$ cat src/rtl/alu_muldiv.sv
// Iterative RV32M/RV64M multiply/divide unit: radix-2 shift-add multiply, restoring divide.
// Optional build macro MULDIV_EARLY_OUT_EN retires trivial operations straight from IDLE.
module alu_muldiv #(
  parameter int XLEN  = 32,
  parameter int TAG_W = 5
) (
  input  logic             clk,
  input  logic             rst,
  input  logic             flush,
  input  logic             in_valid,
  output logic             in_ready,
  input  logic [2:0]       in_op,
  input  logic [XLEN-1:0]  in_a,
  input  logic [XLEN-1:0]  in_b,
  input  logic [TAG_W-1:0] in_tag,
  output logic             out_valid,
  input  logic             out_ready,
  output logic [XLEN-1:0]  out_result,
  output logic [TAG_W-1:0] out_tag,
  output logic             busy
);

  typedef enum logic [1:0] {IDLE, CALC, FIX, DONE} state_t;

  localparam logic [XLEN-1:0] MIN_NEG   = {1'b1, {(XLEN-1){1'b0}}};
  localparam logic [XLEN-1:0] LAST_ITER = XLEN'(XLEN - 1);

  state_t state, state_next;

  logic [2:0]        op_q;
  logic [XLEN-1:0]   a_raw_q;
  logic [XLEN-1:0]   opnd_q;
  logic [2*XLEN-1:0] acc_q;
  logic [XLEN-1:0]   rem_q;
  logic [XLEN-1:0]   count_q;
  logic              a_neg_q, b_neg_q, div0_q, ovf_q;
  logic [XLEN-1:0]   result_q;
  logic [TAG_W-1:0]  tag_q;

  // Divide-by-zero and signed-overflow results, shared by the early-out and FIX paths.
  function automatic logic [XLEN-1:0] special_res(input logic is_rem, input logic div0,
                                                  input logic [XLEN-1:0] a_raw);
    if (div0) return is_rem ? a_raw : '1;
    else      return is_rem ? '0 : a_raw;
  endfunction

  // Operand decode at accept
  logic            accept;
  logic            in_is_div, a_signed, b_signed, a_neg, b_neg, div0_in, ovf_in;
  logic [XLEN-1:0] a_mag, b_mag;
  logic            early_in;
  logic [XLEN-1:0] early_res;

  assign accept    = (state == IDLE) && in_valid && !flush;
  assign in_is_div = in_op[2];
  assign a_signed  = in_is_div ? !in_op[0] : (in_op[1:0] == 2'b01 || in_op[1:0] == 2'b10);
  assign b_signed  = in_is_div ? !in_op[0] : (in_op[1:0] == 2'b01);
  assign a_neg     = a_signed && in_a[XLEN-1];
  assign b_neg     = b_signed && in_b[XLEN-1];
  assign a_mag     = a_neg ? -in_a : in_a;
  assign b_mag     = b_neg ? -in_b : in_b;
  assign div0_in   = (in_b == '0);
  assign ovf_in    = in_is_div && !in_op[0] && (in_a == MIN_NEG) && (in_b == '1);

`ifdef MULDIV_EARLY_OUT_EN
  assign early_in  = in_is_div ? (div0_in || ovf_in) : (in_a == '0 || in_b == '0);
  assign early_res = in_is_div ? special_res(in_op[1], div0_in, in_a) : '0;
`else
  assign early_in  = 1'b0;
  assign early_res = '0;
`endif

  // One radix-2 iteration of each datapath
  logic [XLEN:0]     mul_sum;
  logic [2*XLEN-1:0] mul_acc;
  logic [XLEN:0]     div_shift, div_diff;
  logic              div_ge;
  logic [XLEN-1:0]   div_rem;
  logic [2*XLEN-1:0] div_acc;

  assign mul_sum   = {1'b0, acc_q[2*XLEN-1:XLEN]} + (acc_q[0] ? {1'b0, opnd_q} : '0);
  assign mul_acc   = {mul_sum, acc_q[XLEN-1:1]};
  assign div_shift = {rem_q, acc_q[XLEN-1]};
  assign div_diff  = div_shift - {1'b0, opnd_q};
  assign div_ge    = !div_diff[XLEN];
  assign div_rem   = div_ge ? div_diff[XLEN-1:0] : div_shift[XLEN-1:0];
  assign div_acc   = {acc_q[2*XLEN-1:XLEN], acc_q[XLEN-2:0], div_ge};

  // Sign correction and result select
  logic [2*XLEN-1:0] prod_fix;
  logic [XLEN-1:0]   quo_fix, rem_fix, fix_result;

  assign prod_fix = (a_neg_q ^ b_neg_q) ? -acc_q : acc_q;
  assign quo_fix  = (a_neg_q ^ b_neg_q) ? -acc_q[XLEN-1:0] : acc_q[XLEN-1:0];
  assign rem_fix  = a_neg_q ? -rem_q : rem_q;

  always_comb begin
    fix_result = '0;
    if (!op_q[2])
      fix_result = (op_q[1:0] == 2'b00) ? prod_fix[XLEN-1:0] : prod_fix[2*XLEN-1:XLEN];
    else if (div0_q || ovf_q)
      fix_result = special_res(op_q[1], div0_q, a_raw_q);
    else
      fix_result = op_q[1] ? rem_fix : quo_fix;
  end

  // FSM
  always_ff @(posedge clk) begin
    if (rst) state <= IDLE;
    else     state <= state_next;
  end

  // NOTE: every signal written here gets a default first, so no path leaves it unassigned and no latch is inferred.
  always_comb begin
    state_next = state;
    in_ready   = 1'b0;
    out_valid  = 1'b0;
    busy       = 1'b1;
    case (state)
      IDLE: begin
        in_ready = 1'b1;
        busy     = 1'b0;
        if (accept) state_next = early_in ? DONE : CALC;
      end
      CALC: if (count_q == LAST_ITER) state_next = FIX;
      FIX:  state_next = DONE;
      DONE: begin
        out_valid = 1'b1;
        if (out_ready) state_next = IDLE;
      end
      default: state_next = IDLE;
    endcase
    if (flush) state_next = IDLE;
  end

  // NOTE: sequential state uses non-blocking assignment only, so every register samples pre-edge values.
  always_ff @(posedge clk) begin
    if (rst) begin
      count_q  <= '0;
      result_q <= '0;
      tag_q    <= '0;
    end else if (accept) begin
      count_q <= '0;
      tag_q   <= in_tag;
      if (early_in) result_q <= early_res;
    end else if (state == CALC) begin
      count_q <= count_q + 1'b1;
    end else if (state == FIX) begin
      result_q <= fix_result;
    end
  end

  // NOTE: working registers carry no reset; they are always loaded at accept before being read.
  always_ff @(posedge clk) begin
    if (accept) begin
      op_q    <= in_op;
      a_raw_q <= in_a;
      a_neg_q <= a_neg;
      b_neg_q <= b_neg;
      div0_q  <= div0_in;
      ovf_q   <= ovf_in;
      rem_q   <= '0;
      opnd_q  <= in_is_div ? b_mag : a_mag;
      acc_q   <= {{XLEN{1'b0}}, (in_is_div ? a_mag : b_mag)};
    end else if (state == CALC) begin
      acc_q <= op_q[2] ? div_acc : mul_acc;
      if (op_q[2]) rem_q <= div_rem;
    end
  end

  assign out_result = result_q;
  assign out_tag    = tag_q;

endmodule

$ cat config.mk
export PLATFORM = sky130hd
export DESIGN_NAME = alu_muldiv
export DESIGN_NICKNAME = d
export VERILOG_FILES = /design/src/rtl/alu_muldiv.sv
export SDC_FILE = /design/constraint.sdc
export NUM_CORES = 1
export LEC_CHECK = 0
export ABC_AREA = 1
export CORE_MARGIN = 2
export CORE_UTILIZATION = 40
export DETAILED_ROUTE_END_ITERATION = 12
export PLACE_DENSITY = 0.67
export SYNTH_ARGS = -nofsm -noshare
export SYNTH_HDL_FRONTEND = slang
export SYNTH_SLANG_ARGS = --single-unit
$ cat constraint.sdc
create_clock -name clk -period 5.3 [get_ports clk]
set_input_delay 0.53 -clock clk [delete_from_list [all_inputs] [get_ports clk]]
set_output_delay 0.53 -clock clk [all_outputs]
set_load 0.03 [all_outputs]
# Yosys cells after proc, flatten, opt, wreduce, memory -nomap -nowiden
# Cells that the tools add are included.
[word_totals]
output_inout_bits = 40
regBits = 238
input_bits = 77
[op_classes]
muxes = 28
addsub = 8
n_reduce_logical = 22
n_eq_ne = 11
bitwise_logic = 4
[op_table]
columns = ["op", "count"]
rows = [
  ["$mux W32", 18],
  ["$neg A32 Y32", 4],
  ["$eq A32 B32 Y1 const B", 2],
  ["$mux W64", 1],
  ["$neg A64 Y64", 1],
  ["$add A32 B32 Y33", 1],
  ["$sub A33 B32 Y33", 1],
  ["$add A32 B1 Y32 const B", 1],
  ["$eq A32 B5 Y1 const B", 1],
  ["$logic_not A32 Y1", 1],
  ["$pmux W2 S4", 1],
  ["$logic_and A1 B1 Y1", 7],
  ["$eq A2 B2 Y1 const B", 3],
  ["$mux W2", 3],
  ["$ne A2 B2 Y1 const B", 3],
  ["$reduce_and A3 Y1", 2],
  ["$mux W1", 5],
  ["$eq A2 B1 Y1 const B", 2],
  ["$logic_not A2 Y1", 2],
  ["$reduce_and A2 Y1", 2],
  ["$reduce_or A2 Y1", 2],
  ["$logic_not A1 Y1", 3],
  ["$not A1 Y1", 3],
  ["$logic_or A1 B1 Y1", 2],
  ["2 further kinds", 2],
]

# Longest topological paths before layout
[logic_depth]
word_depth = 7
mapped_depth = 18
mapped_depth_nobuf = 17

# Worst setup path after synthesis
# No wires, ideal clock.
[synth_timing]
path_type = "reg2reg"
start = "register state[0]"
end = "register a_neg_q, enable pin"
arrival_ps = 3499
stages_incl_launch_ff = 7
n_path_buf = 2
setup_time_ps = 466
slack_ps = 1336
period_less_slack_ps = 3964
required_time_ps = 4834
path_cell_list = "dfxtp_1 inv_1 ha_1 nand2_1 nor2_1 clkbuf_1 clkbuf_1"
[synth_between]
elab_chain_cells = 3
[synth_rtl]
columns = ["item", "line_no", "rtl"]
rows = [
  ["from (decl)", "28", "state_t state, state_next;"],
  ["from (signal assigned)", "110", "else state <= state_next;"],
  ["$logic_not A2 Y1", "54", "assign accept = (state == IDLE) && in_valid && !flush;"],
  ["$logic_and A1 B1 Y1 (2 in a row)", "54", ""],
  ["named net accept", "48", "logic accept;"],
  ["to (signal assigned)", "158", "a_neg_q <= a_neg;"],
  ["to (decl)", "36", "logic a_neg_q, b_neg_q, div0_q, ovf_q;"],
]
# The timed path passes the listed nets, and every way through them passes these cells.
# A chain may end at the register's enable or synchronous reset.

# Worst setup path in the final report
[layout_timing]
start = "register acc_q[31]"
end = "register acc_q[0] (data pin)"
[layout_between]
elab_chain_cells = 5
[layout_rtl]
columns = ["item", "line_no", "rtl"]
rows = [
  ["from (decl)", "33", "logic [2*XLEN-1:0] acc_q;"],
  ["from (signal assigned)", "164", "acc_q <= {{XLEN{1'b0}}, (in_is_div ? a_mag : b_mag)};"],
  ["from (signal assigned)", "166", "acc_q <= op_q[2] ? div_acc : mul_acc;"],
  ["$sub A33 B32 Y33", "84", "assign div_diff = div_shift - {1'b0, opnd_q};"],
  ["$logic_not A1 Y1", "85", "assign div_ge = !div_diff[XLEN];"],
  ["$mux W32", "166", ""],
  ["$mux W32", "165", "end else if (state == CALC) begin"],
  ["$mux W32", "155", "if (accept) begin"],
]
# No other way between the ends. The select of a mux whose other input is x is not followed.

==> metrics.md <==
| Metric | Value |
|---|---|
| Data arrival time of the worst path | 3.94 ns |
| Dominant synthesized flop cell | sky130_fd_sc_hd__dfxtp_1 |
| Post-layout minimum cycle time | 3.63 ns |
| Antenna violations before repair | 1 |
| First-iteration detailed-routing DRC count | 2705 |
| Total DRC errors in the routed layout | 0 |
| Final Net Count | 3694 |
| Register clock-pin slew on the reported worst setup and hold paths | 0.06 ns |
| Launching point of the worst reg2reg path | acc_q[31]$_DFFE_PP_ |
| Floorplan die area | 54800 sq um |
| Global-route congestion overflow total | 0 |
| Maximum capacitance violations | 0 |
| Required time reported for the critical path endpoint | 5.61 ns |
| Worst Setup End Kind | flip-flop |
| Synth unique cells | 56 |
| Number of cells traversed by the worst hold path | 2 |
| Design internal power | 4.02 mW |
| Vias after detailed routing | 23.6k |
| Sum of internal, switching and leakage power | 6.55 mW |
| Final WL | 85000 um |
| Clock tree from TritonCTS | done |
| Flop and latch count out of synthesis | 238 |
| Final-report max-slew violation count | 0 |
| Maximum operating frequency | 275 MHz |
| Hold path startpoint | count_q[30]$_SDFFE_PP0P_ |
| Slew headroom | 26.9% |
| Die Span Y | 234 um |
| Total nets after synthesis | 3642 |
| Switching part of the total power | 38.6% |
| Vias in the first global route | 21.4k |
| Number of synthesized flops with an enable pin | 103 |
| Total half-perimeter wirelength after legalization and detailed placement | 67300 um |
| Critical register-to-register path endpoint | acc_q[0]$_DFFE_PP_ |
| Layout overhead on the synthesized area | 13.1% |
| Core Rows | 84 |
| Most used cells in the layout excluding fill and tap cells | 1025 x sky130_fd_sc_hd__nand2_1, 447 x sky130_fd_sc_hd__inv_1, 369 x sky130_fd_sc_hd__nor2_1 |
| Maximum fanout count along the critical path | 33 |
| Cell count of the worst reg-to-reg path | 13 |
| Part of the power in the clock network | 34.3% |
| Setup slack of the worst register-to-register path | 1.67 ns |
| Total inserted antenna cells | 0 |
| Core area | 52400 sq um |
| Clock tree buffer depth | 3 |
| Clock net sink count | 238 |
| Proportion of synthesized chip area in sequential cells | 27.4% |
| Fraction of synthesized cell area taken by the top area cell type | 18.2% |
| Net switching power of the design | 2.53 mW |
| Floorplan die width | 234 um |
| Buffers inserted during post-CTS setup optimization | 0 |
| Run status | finished clean |
| Routability-driven placement congestion ratio | 1.13 |
| Detailed-routing iteration count for the pre-antenna-repair pass | 8 |
| Synthesized cell area | 21200 sq um |
| Seq pwr share | 35.1% |
| Power density cells | 274 nW/um^2 |
| Number of gates resized after cts | 0 |
| Number of buffers added to fix hold violations after cts | 0 |
| Critical path class | flip-flop to flip-flop |
| Number of H-tree branching levels | 1 |
| CTS Root Cell | sky130_fd_sc_hd__clkbuf_16 |
| Portion of the clock cycle consumed by the worst path in the final layout | 68.5% |
| Final setup viols | 0 |
| Fraction of registers with async set/reset | 0% |
| Leakage power summed over all cells | 11.2 nW |
| Syn Area/Cell | 6.07 sq um |
| Accumulated negative setup slack | 0 ns |
| First-pass GRT wire length | 127000 um |
| Cell taking the most area after synthesis | sky130_fd_sc_hd__nand2_1 |
| Clock latency on the worst-skew pair | 0.60 ns |
| WHS Endpoint | count_q[30]$_SDFFE_PP0P_ |
| Most common library cell in the layout ignoring fill and taps | sky130_fd_sc_hd__nand2_1 |
| Combinational share of power | 30.7% |
| Mapped Cells | 3488 |
| Total routing usage reported by global routing | 30.4% |
| Layout Skew | 0.0190 ns |
| Actual transition at the worst max-transition pin | 1.09 ns |
| Yosys warnings | 0 |
| Maximum number of pins on one net before global-route repair | 82 |
| Number of buffers inserted by port buffering | 116 |
| Tightest Hold Check Type | flip-flop to flip-flop |
| Number of hold-slack violations in the final timing report | 0 |
| Number of buffers inserted during clock tree synthesis | 30 |
| Initial Util | 40.4% |
| IR Drop Worst-Case VDD | 0.257 mV |
| Startpoint kind of the worst setup timing path | flip-flop |
| Routed wire per std cell | 20.0 um |
| Final antenna-violating net count | 0 |
| Via density per instance | 5.56 |
| Share of layout cells above drive strength 1 | 3.98% |
| I/O pin count | 117 |
| Leading cell types by total area after synthesis | sky130_fd_sc_hd__nand2_1 18%, sky130_fd_sc_hd__edfxtp_1 15%, sky130_fd_sc_hd__dfxtp_1 13% |
| Setup repair after global routing missed its margin | false |
-- layout make-up --
| cell class | count | area, sq um |
|---|---|---|
| tap | 688 | 861 |
| sequential | 238 | 5800 |
| multi-input combinational | 2662 | 13100 |
| fill | 5566 | 28500 |
| clock buffer | 33 | 793 |
| clock inverter | 23 | 279 |
| inverter | 471 | 1770 |
| timing repair buffer | 137 | 1310 |
-- cell families (layout without fill, tap and decap cells) --
logic type | count (synthesis) | after routing | share of synthesized area, %
AOI/OAI and AO/OA | 536 | 536 | 14.0
xor gates and xnor gates | 112 | 112 | 4.63
adders and majority gates | 77 | 77 | 4.62
buffers and inverters | 588 | 664 | 10.7
DFF | 238 | 238 | 27.4
and+or+nand+nor | 1937 | 1937 | 38.7
-- worst max path at each step --
stage | from | to | slack, ns | cells after the start
after detailed placement | acc_q[31]$_DFFE_PP_ | rem_q[28]$_SDFFE_PP0P_ | 1.81 | 15
after global placement | opnd_q[5]$_DFFE_PP_ | rem_q[28]$_SDFFE_PP0P_ | 1.79 | 15
after CTS | acc_q[31]$_DFFE_PP_ | rem_q[28]$_SDFFE_PP0P_ | 1.77 | 15
after floorplan | state[0]$_SDFFE_PP0P_ | a_neg_q$_DFFE_PP_ | 1.34 | 6
final | acc_q[31]$_DFFE_PP_ | acc_q[0]$_DFFE_PP_ | 1.67 | 13
after global routing | opnd_q[21]$_DFFE_PP_ | rem_q[28]$_SDFFE_PP0P_ | 1.44 | 13
-- registers in the layout (all words and copies together), names as in the netlist --
signal and flops:
state 2, ovf_q 1, a_raw_q 32, b_neg_q 1
rem_q 32, op_q 3, out_result 32, acc_q 64
opnd_q 32, a_neg_q 1, count_q 32, out_tag 5
div0_q 1
-- power groups by stage --
stage	Combinational [mW]	Sequential (mW)	Clock, mW
2_1_floorplan	1.28	2.23	0
3_3_place_gp	1.95	2.32	0
3_5_place_dp	1.94	2.32	0
4_1_cts	1.95	2.28	2.26
5_1_grt	2.19	2.30	2.33
6_report	2.01	2.30	2.25
-- synth_stat cells, drive strengths merged (2+ instances only) --
cell type and n:
o21a 7, o21bai 14, o211ai 39, xor2 83, nand3 362, clkinv 4, edfxtp 103, or2 12
a21boi 3, dfxtp 135, nand2 1034, o2111ai 2, o21ai 200, a21oi 236, nor3b 3, and3 2
nand4 59, nor4 18, clkbuf 75, ha 75, fa 2, o221ai 2, and2 2, inv 467
nor3 47, a21o 8, a31oi 9, o22ai 6, o31ai 4, nand3b 14, nor2 383, buf 42
xnor2 29, a211oi 3
-- metal layers --
metal,wire length (um),global-route usage [%],up-vias
li1,-,-,11484
met1,36500,41.9,10843
met2,35900,46.3,1100
met3,8260,5.40,209
met4,4390,13.9,2
met5,9,0,-
-- per-stage QoR --
stage / area [sq um] / hold slack [ns] / utilization (%) / cells / worst slack, ns
finish: 23900 / 0.464 / 45.6 / 4252 / 1.67
global route: 23900 / 0.484 / 45.6 / 4252 / 1.44
CTS: 23900 / 0.466 / 45.6 / 4252 / 1.77
detailed placement: 22900 / 0.455 / 43.6 / 4196 / 1.81
global placement: 22900 / 0.454 / 43.6 / 4196 / 1.79
floorplan: 21200 / 0.438 / - / 3488 / 1.34
-- worst max-delay path, stage by stage (launching register included) --
cell	delay, ns
sky130_fd_sc_hd__edfxtp_1	0.47
sky130_fd_sc_hd__inv_1	0.21
sky130_fd_sc_hd__ha_1	0.27
sky130_fd_sc_hd__fa_1	0.49
sky130_fd_sc_hd__o21ai_4	0.26
sky130_fd_sc_hd__nand2_1	0.09
sky130_fd_sc_hd__nand2_2	0.11
sky130_fd_sc_hd__nand2_2	0.07
sky130_fd_sc_hd__nand2_4	0.10
sky130_fd_sc_hd__nand2_4	0.06
sky130_fd_sc_hd__nand3_2	0.52
sky130_fd_sc_hd__nand2_4	0.40
sky130_fd_sc_hd__nand2_1	0.18
sky130_fd_sc_hd__a21oi_1	0.09
Note: power is estimated with default switching activity, not from simulation.
